`src/rtl/instr_dec_pkg.sv`:
```
// instr_dec_pkg: MIPS opcode/funct encodings, one-hot index positions and the key decoder.
package instr_dec_pkg;
    localparam int IDX_BASE_W = 31;
    localparam int IDX_EXT_W  = 40;

    localparam logic [5:0] OP_SPECIAL = 6'h00, OP_J = 6'h02, OP_JAL = 6'h03, OP_BEQ = 6'h04,
                           OP_BNE = 6'h05, OP_ADDI = 6'h08, OP_ADDIU = 6'h09, OP_SLTI = 6'h0a,
                           OP_SLTIU = 6'h0b, OP_ANDI = 6'h0c, OP_ORI = 6'h0d, OP_XORI = 6'h0e,
                           OP_LUI = 6'h0f, OP_LW = 6'h23, OP_SW = 6'h2b;

    localparam logic [5:0] F_SLL = 6'h00, F_SRL = 6'h02, F_SRA = 6'h03, F_SLLV = 6'h04,
                           F_SRLV = 6'h06, F_SRAV = 6'h07, F_JR = 6'h08, F_JALR = 6'h09,
                           F_MFHI = 6'h10, F_MTHI = 6'h11, F_MFLO = 6'h12, F_MTLO = 6'h13,
                           F_MULT = 6'h18, F_MULTU = 6'h19, F_DIV = 6'h1a, F_DIVU = 6'h1b,
                           F_ADD = 6'h20, F_ADDU = 6'h21, F_SUB = 6'h22, F_SUBU = 6'h23,
                           F_AND = 6'h24, F_OR = 6'h25, F_XOR = 6'h26, F_NOR = 6'h27,
                           F_SLT = 6'h2a, F_SLTU = 6'h2b;

    localparam int IDX_ADD = 0, IDX_ADDU = 1, IDX_SUB = 2, IDX_SUBU = 3, IDX_AND = 4, IDX_OR = 5,
                   IDX_XOR = 6, IDX_NOR = 7, IDX_SLT = 8, IDX_SLTU = 9, IDX_SLL = 10, IDX_SRL = 11,
                   IDX_SRA = 12, IDX_SLLV = 13, IDX_SRLV = 14, IDX_SRAV = 15, IDX_JR = 16,
                   IDX_ADDI = 17, IDX_ADDIU = 18, IDX_ANDI = 19, IDX_ORI = 20, IDX_XORI = 21,
                   IDX_LW = 22, IDX_SW = 23, IDX_BEQ = 24, IDX_BNE = 25, IDX_SLTI = 26,
                   IDX_SLTIU = 27, IDX_LUI = 28, IDX_J = 29, IDX_JAL = 30, IDX_MULT = 31,
                   IDX_MULTU = 32, IDX_DIV = 33, IDX_DIVU = 34, IDX_MFHI = 35, IDX_MFLO = 36,
                   IDX_MTHI = 37, IDX_MTLO = 38, IDX_JALR = 39;

    // Returns the index bit position for {opcode, funct}, or -1 for an illegal encoding.
    function automatic int dec_pos(input logic [5:0] op, input logic [5:0] fn, input bit ext);
        int p;
        p = -1;
        if (op == OP_SPECIAL) begin
            case (fn)
                F_ADD:   p = IDX_ADD;
                F_ADDU:  p = IDX_ADDU;
                F_SUB:   p = IDX_SUB;
                F_SUBU:  p = IDX_SUBU;
                F_AND:   p = IDX_AND;
                F_OR:    p = IDX_OR;
                F_XOR:   p = IDX_XOR;
                F_NOR:   p = IDX_NOR;
                F_SLT:   p = IDX_SLT;
                F_SLTU:  p = IDX_SLTU;
                F_SLL:   p = IDX_SLL;
                F_SRL:   p = IDX_SRL;
                F_SRA:   p = IDX_SRA;
                F_SLLV:  p = IDX_SLLV;
                F_SRLV:  p = IDX_SRLV;
                F_SRAV:  p = IDX_SRAV;
                F_JR:    p = IDX_JR;
                F_MULT:  p = ext ? IDX_MULT : -1;
                F_MULTU: p = ext ? IDX_MULTU : -1;
                F_DIV:   p = ext ? IDX_DIV : -1;
                F_DIVU:  p = ext ? IDX_DIVU : -1;
                F_MFHI:  p = ext ? IDX_MFHI : -1;
                F_MFLO:  p = ext ? IDX_MFLO : -1;
                F_MTHI:  p = ext ? IDX_MTHI : -1;
                F_MTLO:  p = ext ? IDX_MTLO : -1;
                F_JALR:  p = ext ? IDX_JALR : -1;
                default: p = -1;
            endcase
        end else begin
            case (op)
                OP_ADDI:  p = IDX_ADDI;
                OP_ADDIU: p = IDX_ADDIU;
                OP_ANDI:  p = IDX_ANDI;
                OP_ORI:   p = IDX_ORI;
                OP_XORI:  p = IDX_XORI;
                OP_LW:    p = IDX_LW;
                OP_SW:    p = IDX_SW;
                OP_BEQ:   p = IDX_BEQ;
                OP_BNE:   p = IDX_BNE;
                OP_SLTI:  p = IDX_SLTI;
                OP_SLTIU: p = IDX_SLTIU;
                OP_LUI:   p = IDX_LUI;
                OP_J:     p = IDX_J;
                OP_JAL:   p = IDX_JAL;
                default:  p = -1;
            endcase
        end
        return p;
    endfunction
endpackage

```
`src/rtl/instr_dec_core.sv`:
```
// instr_dec_core: combinational {opcode, funct} key to one-hot index / illegal flag.
module instr_dec_core
    import instr_dec_pkg::*;
#(
    parameter bit EXT_EN = 1'b0,
    parameter int IDX_W  = EXT_EN ? IDX_EXT_W : IDX_BASE_W
) (
    input  logic [11:0]      key_i,
    output logic [IDX_W-1:0] index_o,
    output logic             illegal_o
);
    int pos;

    always_comb begin
        pos       = dec_pos(key_i[11:6], key_i[5:0], EXT_EN);
        illegal_o = pos < 0;
        index_o   = illegal_o ? '0 : IDX_W'(1) << pos;
    end
endmodule

```
`src/rtl/instr_dec_pipe.sv`:
```
// instr_dec_pipe: registered decode stage with a 2-entry skid buffer and a saturating
// illegal-instruction counter.
module instr_dec_pipe
    import instr_dec_pkg::*;
#(
    parameter bit EXT_EN = 1'b0,
    parameter int IDX_W  = EXT_EN ? IDX_EXT_W : IDX_BASE_W,
    parameter int PC_W   = 32,
    parameter int CNT_W  = 16
) (
    input  logic             clk,
    input  logic             rst_n,
    input  logic             in_valid,
    output logic             in_ready,
    input  logic [31:0]      in_instr,
    input  logic [PC_W-1:0]  in_pc,
    input  logic             flush,
    output logic             out_valid,
    input  logic             out_ready,
    output logic [IDX_W-1:0] out_index,
    output logic             out_illegal,
    output logic [31:0]      out_instr,
    output logic [PC_W-1:0]  out_pc,
    output logic [CNT_W-1:0] ill_cnt
);
    localparam int E_W = IDX_W + 1 + 32 + PC_W;

    logic [IDX_W-1:0] dec_idx;
    logic             dec_ill;
    logic [E_W-1:0]   in_e, main_q, main_d, skid_q, skid_d;
    logic             main_v_q, main_v_d, skid_v_q, skid_v_d;
    logic [CNT_W-1:0] cnt_q, cnt_d;
    logic             acc, dlv;

    instr_dec_core #(.EXT_EN(EXT_EN), .IDX_W(IDX_W)) u_core (
        .key_i    ({in_instr[31:26], in_instr[5:0]}),
        .index_o  (dec_idx),
        .illegal_o(dec_ill)
    );

    assign in_e      = {dec_idx, dec_ill, in_instr, in_pc};
    assign {out_index, out_illegal, out_instr, out_pc} = main_q;
    assign out_valid = main_v_q;
    assign in_ready  = !skid_v_q;
    assign ill_cnt   = cnt_q;
    assign acc       = in_valid && in_ready;
    assign dlv       = main_v_q && out_ready;

    // Skid is only ever valid while main is valid, so refilling main prefers skid over input.
    always_comb begin
        main_v_d = main_v_q;
        skid_v_d = skid_v_q;
        main_d   = main_q;
        skid_d   = skid_q;
        cnt_d    = cnt_q;
        if (flush) begin
            main_v_d = 1'b0;
            skid_v_d = 1'b0;
        end else begin
            if (dlv && out_illegal && cnt_q != '1) cnt_d = cnt_q + 1'b1;
            if (!main_v_q || dlv) begin
                main_v_d = skid_v_q || acc;
                main_d   = skid_v_q ? skid_q : acc ? in_e : main_q;
                skid_v_d = 1'b0;
            end else if (acc) begin
                skid_v_d = 1'b1;
                skid_d   = in_e;
            end
        end
    end

    always_ff @(posedge clk) begin
        if (!rst_n) begin
            main_v_q <= 1'b0;
            skid_v_q <= 1'b0;
            main_q   <= '0;
            skid_q   <= '0;
            cnt_q    <= '0;
        end else begin
            main_v_q <= main_v_d;
            skid_v_q <= skid_v_d;
            main_q   <= main_d;
            skid_q   <= skid_d;
            cnt_q    <= cnt_d;
        end
    end
endmodule
```
`config.mk`:
```
export PLATFORM = sky130hd
export DESIGN_NAME = instr_dec_pipe
export DESIGN_NICKNAME = d
export VERILOG_FILES = /design/src/rtl/instr_dec_pkg.sv /design/src/rtl/instr_dec_core.sv /design/src/rtl/instr_dec_pipe.sv
export SDC_FILE = /design/constraint.sdc
export NUM_CORES = 1
export LEC_CHECK = 0
export BUFFER_PORTS_ARGS = -buffer_cell sky130_fd_sc_hd__clkbuf_2
export CORE_AREA = 4 4 200 202
export DETAILED_ROUTE_END_ITERATION = 10
export DIE_AREA = 0 0 204 206
export PLACE_DENSITY = 0.4
export SLEW_MARGIN = 20
export SYNTH_ARGS = -nofsm -noshare
export SYNTH_HDL_FRONTEND = slang
export SYNTH_SLANG_ARGS = --single-unit
```
`constraint.sdc`:
```
create_clock -name clk -period 5.1 [get_ports clk]
set_input_delay 0.255 -clock clk [delete_from_list [all_inputs] [get_ports clk]]
set_output_delay 0.255 -clock clk [all_outputs]
set_load 0.01 [all_outputs]
```
* Yosys cells after proc, flatten, opt, wreduce, memory -nomap -nowiden
Memory sizes are Yosys's and may differ from the RTL's. Index checks and enable logic that the tools add are counted.
Storage, ports and cells: register bits after elaboration 210, bits in read-only memories 4032, output and inout bits 114, memories 2
Memories:
- (name not given) | words 64, bits a word 32, rd ports 1, clocked after Yosys merged registers in 0, wr ports 0, RTL line instr_dec_pkg.sv:33 | case (fn)
- (name not given) | words 64, bits a word 31, rd ports 1, clocked after Yosys merged registers in 0, wr ports 0, RTL line instr_dec_pkg.sv:63 | case (op)
Operators by class: add/sub/neg operators 1, order comparisons 1, equal/unequal tests 1, shift-type cells 1, muxes and demuxes 4, bitwise operators 3, reduce and logical (&&, ||, !) cells 15
Operators with widths (number):
- $mux 96 | 2
- $lt 32x1->1 const B | 1
- $mux 32 | 1
- $shl 1x32->31 const A | 1
- $mux 31 | 1
- $add 16x1->16 const B | 1
- $ne 16x16->1 const B | 1
- $logic_not 6->1 | 1
- $reduce_and 3->1 | 2
- $logic_and 1x1->1 | 4
- $not 1->1 | 3
- $reduce_or 3->1 | 1
- $logic_not 1->1 | 2
- $logic_or 1x1->1 | 2
- $reduce_and 2->1 | 1
- $reduce_bool 2->1 | 1
- $reduce_or 2->1 | 1

* Logic depth before layout (Yosys ltp)
word-level depth 6, depth in mapped cells 11, mapped depth without buffers 7

* Cells and area by module
A second synthesis with hierarchy kept.
Second synthesis, totals: cell total of the unflattened synthesis 1071, area, all modules 9151.3 sq um
By module, submodules not included:
- instr_dec_pipe | instances 1, cells each 951, area each 8346.8 sq um, sequential area each 4204.0 sq um
- instr_dec_core | instances 1, cells each 120, area each 804.5 sq um, sequential area each 0.0 sq um

* Worst setup path after synthesis
Ideal clock, no wire load.
path type input to register, from input port in_instr[27], to register skid_q[68], library setup time 0.088 ns, arrival 2.517 ns, setup slack 2.496 ns, stages 10, path buffers 3, cells stage by stage inv_1 -> ha_1 -> or3b_1 -> clkbuf_1 -> or4_1 -> buf_2 -> o41ai_4 -> nand3_2 -> buf_6 -> o31ai_1
On the way: cells in the longest elaborated chain, start to end 4
Ends and longest elaborated chain:
- start, declared | RTL line instr_dec_pipe.sv:15 | input logic [31:0] in_instr,
- $mem_v2 64x31 or $logic_not 6->1 (tied branches)
- $mux 32 * | RTL line instr_dec_pkg.sv:32 | if (op == OP_SPECIAL) begin
- $lt 32x1->1 or $shl 1x32->31 (tied branches) | RTL line instr_dec_core.sv:16, instr_dec_core.sv:17
- $mux 31 * | RTL line instr_dec_core.sv:17 | index_o = illegal_o ? '0 : IDX_W'(1) << pos;
- end signal, assigned | RTL line instr_dec_pipe.sv:83 | skid_q <= skid_d;
- end, declared | RTL line instr_dec_pipe.sv:30 | logic [E_W-1:0] in_e, main_q, main_d, skid_q, skid_d;
Every way passes the cells marked *; elsewhere a longest branch is shown, timed or not. A chain may end at the register's enable or synchronous reset.

* Worst setup path after layout
from input port in_instr[27], to register main_q[84]
On the way: cells in the longest elaborated chain, start to end 6
Ends and longest elaborated chain:
- $mem_v2 64x31 or $logic_not 6->1 (tied branches)
- $mux 32 * | RTL line instr_dec_pkg.sv:32
- $lt 32x1->1 or $shl 1x32->31 (tied branches) | RTL line instr_dec_core.sv:16, instr_dec_core.sv:17
- $mux 31 * | RTL line instr_dec_core.sv:17
- $mux 96 * (2 in a row) | RTL line instr_dec_pipe.sv:63 | main_d = skid_v_q ? skid_q : acc ? in_e : main_q;
- end signal, assigned | RTL line instr_dec_pipe.sv:82 | main_q <= main_d;
- end, declared | RTL line instr_dec_pipe.sv:30
Every way passes the cells marked *; elsewhere a longest branch is shown, timed or not. The select of a mux whose other input is x is not followed.

==> flow_summary.yaml <==
run_status:
  status: "complete, no violations"
global_routing:
  grt_pass1_wl_um: 45700
  gr-total-overflow: 0
  grt_pass1_vias: 7936
  grt_usage_pct: 13.4
  antenna_found_initial: 2
  grt_start_max_net_pins: 101
clocking:
  numCtsBuffers: 28
  cts.sinks: 210
  h-tree-depth: 1
  cts_buffer_depth: 3
  clk_pin_slew_ps: 50
  cts_tree: "built"
  root_buffer: "clkbuf_16"
  insertion_delay_ps: 540
  cts_resized: 0
synth:
  syn_area_sq_mm: 0.00949
  async_flop_share_pct: 0
  ys_seq_elements: 210
  synth_edf_count: 0
  syn_area_per_cell_sq_um: 8.91
  synth_flop_cell: "dfxtp_1"
  syn_inst: 1065
  ys_warn_count: 0
  synthDistinctLibCells: 58
  synth-seq-area-share_pct: 44.3
  syn-num-nets: 1145
worst_hold_path:
  worstHoldPathCells: 3
  hold_class: "input port to flop"
critical_path:
  worstPathArrival_ps: 3830
  cp_cell_sequence: "dlygate4sd3_1, clkbuf_2, inv_1, ha_1, or3b_1, or4_1, o41ai_4, nand3_2, o41ai_1"
  critPathKind: "input port to flop"
  critPathLaunchType: "input port"
  cp-end-kind: "flop"
  slowest_delay_ps: 590
  crit_fanout: 16
  r2r_cells: 5
  crit_required_ps: 5530
  cp_slowest_cell: "or4_1"
die:
  die_x_um: 204
  dieArea_sq_mm: 0.0420
  rows: 72
  die_y_um: 206
  core_sq_mm: 0.0383
  initial_core_util_pct: 24.8
  io_pins: 183
timing:
  finalHoldViolCount: 0
  slew_headroom_pct: 29.4
  fmaxAchievable_mhz: 294
  finalSetupViolations: 0
  period_minus_slack_ps: 3400
  fin_crit_sh_pct: 66.7
  drv_slew: 0
  rsz0062_at_grt: "no"
  fin_tns_setup_ps: 0
  fin_skew_ps: 15.9
  tightestPinTransition_ps: 1060
power_and_ir_drop:
  power_uw: 4000
  peakVddDrop_mv: 0.236
  p_leak_uw: 0.00535
  p_per_area_mw_per_mm2: 325
placed_design:
  numPortBuffers: 182
  hpwl_um: 18200
  gp_congestion: 0.739
route:
  wl_um: 29100
  drc: 0
  drt_iter0_drc: 311
  vias_per_cell: 4.55
  post_drt_wl_per_cell_um: 16.3
  vias: 8141
  firstDrtPassIters: 4
  ant_nets: 0
final_layout:
  final_common_cell: "nand2_1"
  syn2layout_area_growth_pct: 29.4
  layout_common_cells: "nand2_1 (241), dfxtp_1 (209), clkbuf_2 (181), mux2i_1 (68), o211a_1 (66)"
  drive_gt1_share_pct: 19.4
  nets: 1332
flow_run:
  maxCapViolCount: 0
[worst max-delay path, delay by kind of cell]
family | cells | cell delay (ps)
adder cells (fa/ha/maj) | 1 | 210
AND/OR/NAND/NOR | 3 | 1490
AO/OA/AOI/OAI | 2 | 980
buffers and inverters | 3 | 890
[worst paths after layout]
path | start | end | slack (ps)
setup / recovery | in_instr[27] | main_q[84] | 1700
hold reg to reg | skid_q[81] | skid_q[81] | 450
setup reg to reg | skid_v_q | main_q[84] | 2260
hold / removal | in_instr[31] | skid_q[63] | 50
[power breakdown]
part	leakage (uW)	switching, uW	total [uW]	internal (uW)
Combinational	0.00319	190	329	139
Clock	0.000460	736	1960	1230
Sequential	0.00171	23.1	1700	1680
Total	0.00535	949	4000	3050
[metal layers]
layer  track usage, %  wire (um)  vias to the layer above  part of all wire (%)
met2             22.1      13400                      134                    46
met5                0          0                        -                     0
met1             17.7      13700                     3834                    47
li1                 -          -                     4141                     -
met3             3.39       1590                       32                   5.5
met4             2.99        450                        0                   1.5
[sequential cells by signal, summed over array words and instances, names as in the netlist]
register / flops
main_q: 96
skid_q: 96
ill_cnt: 16
out_valid: 1
skid_v_q: 1
[layout make-up]
type / instances / area, sq um
diodes: 2 / 5.00
clock buffers: 46 / 890
clock inverters: 3 / 43.8
fillers: 4092 / 26000
inverters: 14 / 52.6
multi-input cells: 751 / 4890
flip-flops and latches: 210 / 4210
well taps: 518 / 648
repair buffers: 247 / 1550
[per-stage QoR]
step | util, % | instance area, sq um | worst slack, ps | hold WS (ps) | std cells
detailed placement | 28.2 | 10800 | 1790 | 433 | 1684
finish | 32.1 | 12300 | 1700 | 45.8 | 1791
CTS | 32.1 | 12300 | 1730 | 5.80 | 1789
global route | 32.1 | 12300 | 1440 | 32.4 | 1791
floorplan | - | 9490 | 2500 | 400 | 1065
global placement | 28.2 | 10800 | 1870 | 427 | 1684
[Yosys cell counts (all sizes together), types with 4 or more instances]
library cell | instances | area share, %
nand2 | 241 | 9.5
dfxtp | 210 | 44
clkbuf | 75 | 3.0
mux2i | 68 | 7.2
o211a | 66 | 7.0
a21boi | 65 | 5.1
o21ai | 46 | 2.5
o31ai | 38 | 3.1
nor2b | 29 | 1.9
and3 | 26 | 1.7
nand3 | 19 | 1.1
buf | 15 | 0.76
inv | 14 | 0.55
nand2b | 14 | 0.92
nor2 | 13 | 0.51
o41ai | 13 | 1.4
and2 | 11 | 0.73
ha | 11 | 1.5
nor3 | 10 | 0.53
o211ai | 10 | 0.79
o2bb2ai | 7 | 0.65
xor2 | 7 | 0.65
a21oi | 5 | 0.26
nand3b | 5 | 0.40
nand4 | 4 | 0.26
or3 | 4 | 0.26
[what timing repair did]
action | in CTS | in global routing
setup endpoints to repair | 0 | 0
hold buffers | 56 | 0
buffers inserted | 0 | 0
endpoints found under the hold margin | 56 | 0
[logic make-up after synthesis]
group	count (synthesis)	share of synthesized area, %
adder cells (fa/ha/maj)	11	1.45
AO/OA/AOI/OAI	270	22.5
multiplexers	69	7.41
flip-flops	210	44.3
buffers and inverters	104	4.30
XOR/XNOR	8	0.739
AND/OR/NAND/NOR	393	19.2
Note: power is estimated with default switching activity, not from simulation.
